==> src/rtl/uart_pkg.sv <==
// Shared UART definitions: receiver FSM encoding, baud divider helper and the
// command characters understood by the debug controller.
package uart_pkg;

    // Receiver FSM state encoding.
    typedef enum logic [1:0] {
        StIdle  = 2'b00,
        StStart = 2'b01,
        StData  = 2'b10,
        StStop  = 2'b11
    } uart_state_t;

    // Command characters sent by the host PC to the debug controller.
    localparam logic [7:0] CharC = 8'h63;  // 'c'
    localparam logic [7:0] CharS = 8'h73;  // 's'
    localparam logic [7:0] CharD = 8'h64;  // 'd'
    localparam logic [7:0] CharN = 8'h6E;  // 'n'

    // Clocks per oversample tick, truncated, never below 1.
    function automatic int unsigned calc_div(input int unsigned clk_freq,
                                             input int unsigned baud_rate,
                                             input int unsigned oversample);
        int unsigned div;
        div = clk_freq / (baud_rate * oversample);
        return (div == 0) ? 1 : div;
    endfunction

endpackage

==> src/rtl/baud_tick_gen.sv <==
// Oversample tick generator: one-cycle pulse every DIV clocks. The restart input
// zeroes the divider so ticks line up with a detected start edge.
module baud_tick_gen
    import uart_pkg::*;
#(
    parameter int unsigned DIV = 1
) (
    input  logic i_clk,
    input  logic i_reset,
    input  logic i_restart,
    output logic o_tick
);

    localparam int unsigned CW = (DIV > 1) ? $clog2(DIV) : 1;
    localparam logic [CW-1:0] LAST = CW'(DIV - 1);

    logic [CW-1:0] r_cnt;

    // Free-running divider, zeroed on restart
    always_ff @(posedge i_clk or negedge i_reset) begin
        if (!i_reset) begin
            r_cnt <= '0;
        end else if (i_restart || (r_cnt == LAST)) begin
            r_cnt <= '0;
        end else begin
            r_cnt <= r_cnt + 1'b1;
        end
    end

    assign o_tick = (r_cnt == LAST);

endmodule

==> src/rtl/uart_rx.sv <==
// UART receiver, 8N1 framing with OVERSAMPLE ticks per bit.
// Define UART_RX_MAJORITY_EN to take each bit as the 2-of-3 majority of the
// samples around mid-bit instead of a single mid-bit sample.
// The sample counter runs bit-relative (0 at the bit's leading edge), so every
// bit decision lands on the same count value.
module uart_rx
    import uart_pkg::*;
#(
    parameter int unsigned CLK_FREQ   = 50_000_000,
    parameter int unsigned BAUD_RATE  = 9600,
    parameter int unsigned OVERSAMPLE = 16,
    parameter int unsigned DATA_BITS  = 8
) (
    input  logic                 i_clk,
    input  logic                 i_reset,
    input  logic                 i_rx,
    input  logic                 i_rx_reset,
    output logic                 o_rx_ready,
    output logic [DATA_BITS-1:0] o_rx_data,
    output logic                 o_frame_error
);

    localparam int unsigned DIV = calc_div(CLK_FREQ, BAUD_RATE, OVERSAMPLE);
    localparam int unsigned SCW = $clog2(OVERSAMPLE);
    localparam int unsigned BCW = (DATA_BITS > 1) ? $clog2(DATA_BITS) : 1;

    localparam logic [SCW-1:0] S_LAST = SCW'(OVERSAMPLE - 1);
    localparam logic [SCW-1:0] S_MID  = SCW'(OVERSAMPLE / 2 - 1);
    localparam logic [BCW-1:0] B_LAST = BCW'(DATA_BITS - 1);

    uart_state_t          r_state;
    logic [SCW-1:0]       r_sample_cnt;
    logic [BCW-1:0]       r_bit_cnt;
    logic [DATA_BITS-1:0] r_shift;
    logic [DATA_BITS-1:0] r_rx_data;
    logic                 r_ready;
    logic                 r_frame_err;
    logic                 r_rx_meta;
    logic                 r_rx_s;

    logic w_tick;
    logic w_restart;
    logic w_start_check;
    logic w_start_high;
    logic w_start_go;
    logic w_bit_now;
    logic w_bit_val;

    // Two-flop synchroniser for the asynchronous serial line, idles high
    always_ff @(posedge i_clk or negedge i_reset) begin
        if (!i_reset) begin
            r_rx_meta <= 1'b1;
            r_rx_s    <= 1'b1;
        end else begin
            r_rx_meta <= i_rx;
            r_rx_s    <= r_rx_meta;
        end
    end

    // Realign the divider to the start edge as the FSM leaves IDLE
    assign w_restart = (r_state == StIdle) && !r_rx_s;

    baud_tick_gen #(
        .DIV(DIV)
    ) u_baud_tick_gen (
        .i_clk    (i_clk),
        .i_reset  (i_reset),
        .i_restart(w_restart),
        .o_tick   (w_tick)
    );

`ifdef UART_RX_MAJORITY_EN
    localparam logic [SCW-1:0] S_PRE  = SCW'(OVERSAMPLE / 2 - 2);
    localparam logic [SCW-1:0] S_POST = SCW'(OVERSAMPLE / 2);

    // r_maj[1] holds the sample at S_PRE, r_maj[0] the one at S_MID
    logic [1:0] r_maj;

    // Capture the two samples preceding each majority decision
    always_ff @(posedge i_clk or negedge i_reset) begin
        if (!i_reset) begin
            r_maj <= 2'b11;
        end else if (w_tick && ((r_sample_cnt == S_PRE) || (r_sample_cnt == S_MID))) begin
            r_maj <= {r_maj[0], r_rx_s};
        end
    end

    // Start check has only two samples so far: both must be low
    assign w_start_check = w_tick && (r_sample_cnt == S_MID);
    assign w_start_high  = r_maj[0] | r_rx_s;
    // Enter DATA one tick later so the first data decision is a full bit away
    assign w_start_go    = w_tick && (r_sample_cnt == S_POST);
    assign w_bit_now     = w_tick && (r_sample_cnt == S_POST);
    assign w_bit_val     = (r_maj[1] & r_maj[0]) | (r_maj[1] & r_rx_s) | (r_maj[0] & r_rx_s);
`else
    assign w_start_check = w_tick && (r_sample_cnt == S_MID);
    assign w_start_high  = r_rx_s;
    assign w_start_go    = w_start_check;
    assign w_bit_now     = w_start_check;
    assign w_bit_val     = r_rx_s;
`endif

    // Frame FSM with registered data, ready flag and frame-error pulse
    always_ff @(posedge i_clk or negedge i_reset) begin
        if (!i_reset) begin
            r_state      <= StIdle;
            r_sample_cnt <= '0;
            r_bit_cnt    <= '0;
            r_shift      <= '0;
            r_rx_data    <= '0;
            r_ready      <= 1'b0;
            r_frame_err  <= 1'b0;
        end else begin
            r_frame_err <= 1'b0;
            // Consumer clear; a set later in this block overrides it
            if (i_rx_reset) begin
                r_ready <= 1'b0;
            end
            if (w_tick && (r_state != StIdle)) begin
                r_sample_cnt <= (r_sample_cnt == S_LAST) ? '0 : r_sample_cnt + 1'b1;
            end
            case (r_state)
                StIdle: begin
                    if (!r_rx_s) begin
                        r_state      <= StStart;
                        r_sample_cnt <= '0;
                    end
                end
                StStart: begin
                    if (w_start_check && w_start_high) begin
                        r_state <= StIdle;
                    end else if (w_start_go) begin
                        r_state   <= StData;
                        r_bit_cnt <= '0;
                    end
                end
                StData: begin
                    if (w_bit_now) begin
                        r_shift <= {w_bit_val, r_shift[DATA_BITS-1:1]};
                        if (r_bit_cnt == B_LAST) begin
                            r_state <= StStop;
                        end else begin
                            r_bit_cnt <= r_bit_cnt + 1'b1;
                        end
                    end
                end
                StStop: begin
                    if (w_bit_now) begin
                        r_state <= StIdle;
                        if (w_bit_val) begin
                            r_rx_data <= r_shift;
                            r_ready   <= 1'b1;
                        end else begin
                            r_frame_err <= 1'b1;
                        end
                    end
                end
                default: r_state <= StIdle;
            endcase
        end
    end

    // Mask keeps a byte hidden while the consumer's clear is still high
    assign o_rx_ready    = r_ready & ~i_rx_reset;
    assign o_rx_data     = r_rx_data;
    assign o_frame_error = r_frame_err;

endmodule
==> config.mk <==
export PLATFORM = sky130hd
export DESIGN_NAME = uart_rx
export DESIGN_NICKNAME = d
export VERILOG_FILES = /design/src/rtl/uart_pkg.sv /design/src/rtl/baud_tick_gen.sv /design/src/rtl/uart_rx.sv
export SDC_FILE = /design/constraint.sdc
export NUM_CORES = 1
export LEC_CHECK = 0
export ABC_CLOCK_PERIOD_IN_PS = 4800
export BUFFER_PORTS_ARGS = -buffer_cell sky130_fd_sc_hd__clkbuf_2
export CAP_MARGIN = 40
export CORE_MARGIN = 2
export CORE_UTILIZATION = 43
export CTS_BUF_LIST = sky130_fd_sc_hd__clkbuf_8 sky130_fd_sc_hd__clkbuf_16
export DETAILED_ROUTE_END_ITERATION = 8
export GPL_TIMING_DRIVEN = 0
export PLACE_DENSITY = 0.69
export SLEW_MARGIN = 10
export SYNTH_ARGS = -nofsm -noshare
export SYNTH_HDL_FRONTEND = slang
export SYNTH_SLANG_ARGS = --single-unit
==> constraint.sdc <==
create_clock -name i_clk -period 4.8 [get_ports i_clk]
set_input_delay 0 -clock i_clk [delete_from_list [all_inputs] [get_ports i_clk]]
set_output_delay 0 -clock i_clk [all_outputs]
set_load 0.01 [all_outputs]
Word level (Yosys, flattened, before mapping)
Index checks and enable logic that the tools add are counted.
{"block": "word_totals", "in_bits": 4, "regBits": 38, "word_cells": 67}
{"block": "op_classes", "eq_ne": 15, "add_sub_neg": 3, "muxes": 24, "bitwise": 2, "reduce_logical": 13}
{"cell": "$mux 4", "count": 4}
{"cell": "$ne 2x2->1 const B", "count": 7}
{"cell": "$mux 2", "count": 6}
{"cell": "$mux 3", "count": 4}
{"cell": "$reduce_and 5->1", "count": 2}
{"cell": "$add 9x1->9 const B", "count": 1}
{"cell": "$eq 9x9->1 const B", "count": 1}
{"cell": "$mux 9", "count": 1}
{"cell": "$pmux 2 s4", "count": 1}
{"cell": "$mux 1", "count": 7}
{"cell": "$pmux 3 s2", "count": 1}
{"cell": "$add 4x1->4 const B", "count": 1}
{"cell": "$eq 2x2->1 const B", "count": 2}
{"cell": "$eq 4x3->1 const B", "count": 1}
{"cell": "$eq 4x4->1 const B", "count": 1}
{"cell": "$logic_and 1x1->1", "count": 4}
{"cell": "$reduce_bool 2->1", "count": 2}
{"cell": "$add 3x1->3 const B", "count": 1}
{"cell": "$eq 3x3->1 const B", "count": 1}
{"cell": "$ne 3x3->1 const B", "count": 1}
{"cell": "$reduce_and 3->1", "count": 1}
{"cell": "$eq 2x1->1 const B", "count": 1}
{"cell": "$logic_not 2->1", "count": 1}
{"cell": "$reduce_and 2->1", "count": 1}
{"cell": "other kinds (4)", "count": 4}

Depth between registers and ports, before layout
{"block": "depth", "depth_word": 5, "mapped_depth": 7, "ltp_nobuf": 5}

Modules after synthesis
From an unflattened synthesis, not the netlist that was laid out.
{"block": "unflattened", "hier_cells": 136, "hier_area_um2": 1784.2}
{"mod": "uart_rx", "n_inst": 1, "area_each_um2": 1311.3, "cells_each": 89, "seq_area_each_um2": 728.2}
{"mod": "baud_tick_gen", "n_inst": 1, "area_each_um2": 473.0, "cells_each": 47, "seq_area_each_um2": 225.2}

Least setup slack after synthesis
Ideal clock, no wire load.
{"block": "synth_path", "kind": "flip-flop to flip-flop", "from": "register u_baud_tick_gen.r_cnt[0]", "to": "register r_rx_data[0], in the netlist o_rx_data[0]", "arrival_time_ns": 1.811, "required_time_ns": 4.675, "n_path_buf": 2, "path_stages_with_launch": 8, "slack_ns": 2.864, "synth_period_minus_slack_ns": 1.936, "path_cell_list": "dfrtp_1 > inv_1 > ha_1 > nand4bb_1 > buf_2 > or4_1 > buf_6 > mux2_4"}
{"block": "synth_via", "elab_chain_len": 3}
{"element": "start: declaration", "line": "baud_tick_gen.sv:17", "text": "logic [CW-1:0] r_cnt;"}
{"element": "start signal: assignment", "line": "baud_tick_gen.sv:26", "text": "r_cnt <= r_cnt + 1'b1;"}
{"element": "$eq 9x9->1", "line": "baud_tick_gen.sv:30", "text": "assign o_tick = (r_cnt == LAST);"}
{"element": "$logic_and 1x1->1", "line": "uart_rx.sv:96", "text": "assign w_start_check = w_tick && (r_sample_cnt == S_MID);"}
{"element": "$reduce_and 3->1 (no line)"}
{"element": "end signal: assignment", "line": "uart_rx.sv:151", "text": "r_rx_data <= r_shift;"}
{"element": "end: declaration", "line": "uart_rx.sv:35", "text": "logic [DATA_BITS-1:0] r_rx_data;"}
Every way passes these cells.
A chain may end at the register's enable or synchronous reset.

Worst setup path after layout
{"block": "layout_path", "from": "register u_baud_tick_gen.r_cnt[0]", "to": "register r_rx_data[1], in the netlist o_rx_data[1]"}
Same word-level chain as after synthesis.

==> summary.txt <==
STA
  – Final Skew: roughly 5.7 ps
  – Min Tclk post-route: roughly 2100 ps
  – Final hold slack: 4.01 ps
  – Setup TNS Final: 0 ps
  – Final worst path period share: between 40% and 50%
  – Setup slack after layout: between 2000 and 3000 ps
  – Hold Vio Cnt, Final: 0
  – Max frequency: 479 MHz
  – Slew HR: 56.8%
  – Fin. max-slew vios: 0
  – Least-Margin Pin Slew: ~640 ps
  – Final setup fails: 0
  – RSZ-0062 raised after global routing: no

Setup path
  – Worst path slowest cell: or4_1
  – CP Buf/Inv Count: 3
  – Crit path to: o_rx_data[1]
  – Worst reg2reg path startpoint: u_baud_tick_gen.r_cnt[0]
  – Startpoint Class: flop
  – CP startpoint: u_baud_tick_gen.r_cnt[0]
  – CP Class: reg -> reg
  – Largest stage delay, worst path: approximately 540 ps
  – Req. time, crit path: about 5000 ps
  – R2r worst-path depth: 7
  – Crit path max fanout: 9
  – Critical Path AT: 2270 ps
  – Worst r2r dst: o_rx_data[1]
  – Crit path cell chain: inv_1, ha_1, nand4bb_1, buf_2, or4_1, buf_6, mux2_4
  – Critical Path End Type: flop
  – Top Family by Delay on Critical Path: simple AND/OR/NAND/NOR gates
  – CP Depth: 7
  – FF-to-FF setup slack: around 2700 ps

Finish
  – Post-route insts no fill: approximately 220
  – Commonest non-fill, non-tap cell in the layout: dfrtp_1
  – Final net count: approximately 180
  – Most frequent cells in the layout: 36 x dfrtp_1, 13 x clkbuf_2, 9 x inv_1, 9 x mux2_2, 8 x mux2_4
  – Ant. Diodes: 0
  – Ratio of cells with drive above 1 in the final layout: 27.7%
  – Area Growth Syn to Fin: 16.3%

Power
  – Sw Pwr: approximately 0.12 mW
  – Reg power frac: 53.3%
  – Comb pwr share: approximately 1.9%
  – Power, Total: 0.604 mW
  – Switching part of the total: 20.5%
  – Pwr/cell area: 292 nW/µm²
  – Max VDD drop: between 0.15 and 0.2 mV
  – Standby leakage power: a little under 1 nW
  – Internal power: ~0.48 mW
  – Clock power share: about 45%

Yosys
  – Post-synthesis cell count: 149
  – Distinct cells, synth: 35
  – Mean Syn Cell Area: between 10 and 15 µm²
  – Ys flop type: dfrtp_1
  – Post-synth ARST share: 100%
  – Flops & latches, synth: 38
  – Yosys warnings: 0
  – Post-synth EDFFs: 0
  – Syn Nets: approximately 160
  – Netlist Area Pre-Place: between 1500 and 2000 µm²
  – Sequential fraction of the synthesis area: between 50% and 60%

Drt
  – # DRC: 0
  – First drt pass iteration count: 4
  – Initial DRC count: 70
  – Wire length per cell: 14.5 µm
  – Vias per cell: ~5.5
  – Vias: ~1200
  – Final WL: 3.23 mm
  – ANT nets after route: 0

Die
  – Io pins: 14
  – Die area: about 4700 µm²
  – Floorplan Core Area: approximately 4000 µm²
  – Chip Width: slightly below 70 µm
  – Die Height: approximately 68 µm
  – Rows: 23
  – Initial core utilization: between 40 and 50%

Placed design
  – Global placer's final weighted congestion: approximately 0.73
  – I/O Buffers: 13
  – Pre-CTS setup slack: 2720 ps
  – Placed cell count: approximately 210
  – Post-DP HPWL: about 2.3 mm

Clocking
  – TritonCTS clock tree: done
  – Clk_lat worst skew: ~290 ps
  – Clock buffer depth: 2
  – Clock transition at the registers of the reported paths: roughly 80 ps
  – CTS root buf: clkbuf_8
  – Num CTS Buffers: 5
  – H-tree depth: 2
  – Clk sinks: 38

Min path
  – Startpoint of the worst hold path: i_rx_reset
  – Worst Hold Class: in -> reg

GRT
  – Total grt overflow: 0
  – Number of global-route vias before repair: 1191
  – Largest net degree at the start of global routing: 26
  – Total GRT Usage: ~16%
  – Initial antenna violation count: 0
  – Global-route wire length before repair: around 5.2 mm

Job
  – Max_cap viols: 0

Outcome
  – Status: finished clean
[routing by layer]
metal / track usage [%] / part of all wire [%]
met2: 27.9 / 52
met4: 6.00 / 1.7
met1: 16.9 / 42
met5: 0 / 0
met3: 4.93 / 4.4
[power groups by stage]
stage               clock [mW]  combinational, mW  sequential, mW
floorplan                    0           0.000599           0.328
global placement             0            0.00776           0.328
detailed placement           0             0.0110           0.329
CTS                      0.277             0.0124           0.322
global route             0.290             0.0134           0.322
finish                   0.270             0.0115           0.322
[worst min-delay path by stage]
stage,end,depth (start not counted)
6_report,r_ready,3
3_3_place_gp,r_rx_meta,1
4_1_cts,r_ready,3
3_5_place_dp,u_baud_tick_gen.r_cnt[4],1
2_1_floorplan,asynchronous set/reset pin,0
5_1_grt,r_ready,3
[sequential cells by signal, summed over array words and instances (netlist names), named ones only]
| name | flops |
|---|---|
| u_baud_tick_gen.r_cnt | 9 |
| o_rx_data | 8 |
| r_shift | 8 |
| r_sample_cnt | 4 |
| r_bit_cnt | 3 |
| o_frame_error | 1 |
| r_ready | 1 |
| r_rx_meta | 1 |
| r_rx_s | 1 |
| r_state | 1 |
[metrics by stage]
step	cell area, µm²	util [%]
floorplan	1780	-
global placement	1910	47.6
detailed placement	1930	48.3
CTS	2070	51.7
global route	2070	51.7
finish	2070	51.7
[layout make-up]
cell class              count  area [µm²]
inverters                   9        33.8
flip-flops and latches     38         953
clock inverters             3        45.0
repair buffers             16         113
plain buffers               6        35.0
fillers                   356        1930
clock buffers               5        68.8
multi-input cells          96         756
well taps                  50        62.6
[synth_stat cells, types with 3 or more instances]
| cell | number | area, µm² |
|---|---|---|
| a21oi_1 | 5 | 25.0 |
| buf_2 | 4 | 20.0 |
| dfrtp_1 | 36 | 901 |
| ha_1 | 5 | 62.6 |
| inv_1 | 9 | 33.8 |
| mux2_2 | 9 | 101 |
| mux2_4 | 8 | 120 |
| mux2i_1 | 3 | 30.0 |
| nand2_1 | 6 | 22.5 |
| nand3_1 | 6 | 30.0 |
| nand4_1 | 5 | 31.3 |
| nor2_1 | 7 | 26.3 |
| nor2b_1 | 3 | 18.8 |
| o21ai_0 | 6 | 30.0 |
| o22ai_1 | 3 | 18.8 |
| or3_1 | 5 | 31.3 |
| or4_1 | 4 | 30.0 |
[tightest hold or removal path, delay by kind of cell]
family        cells  cell delay [ps]
simple gates      2              180
buf+inv           1               80
[kinds of logic (layout without fill, tap and decap cells)]
family / count (synthesis) / in the layout / share of synthesized area (%)
multiplexers: 20 / 20 / 14.1
flip-flops: 38 / 38 / 53.6
adder cells (fa/ha/maj): 5 / 5 / 3.52
AO/OA/AOI/OAI: 20 / 20 / 6.69
XOR/XNOR: 3 / 3 / 1.48
buffers and inverters: 15 / 39 / 3.87
AND/OR/NAND/NOR: 48 / 48 / 16.7
[timing repair]
item	4_1_cts	5_1_grt
hold buffers	2	0
hold endpoints to repair	37	0
buffers inserted	0	0
gates resized for setup	0	0
No activity file was read; power rests on OpenSTA's default activity.
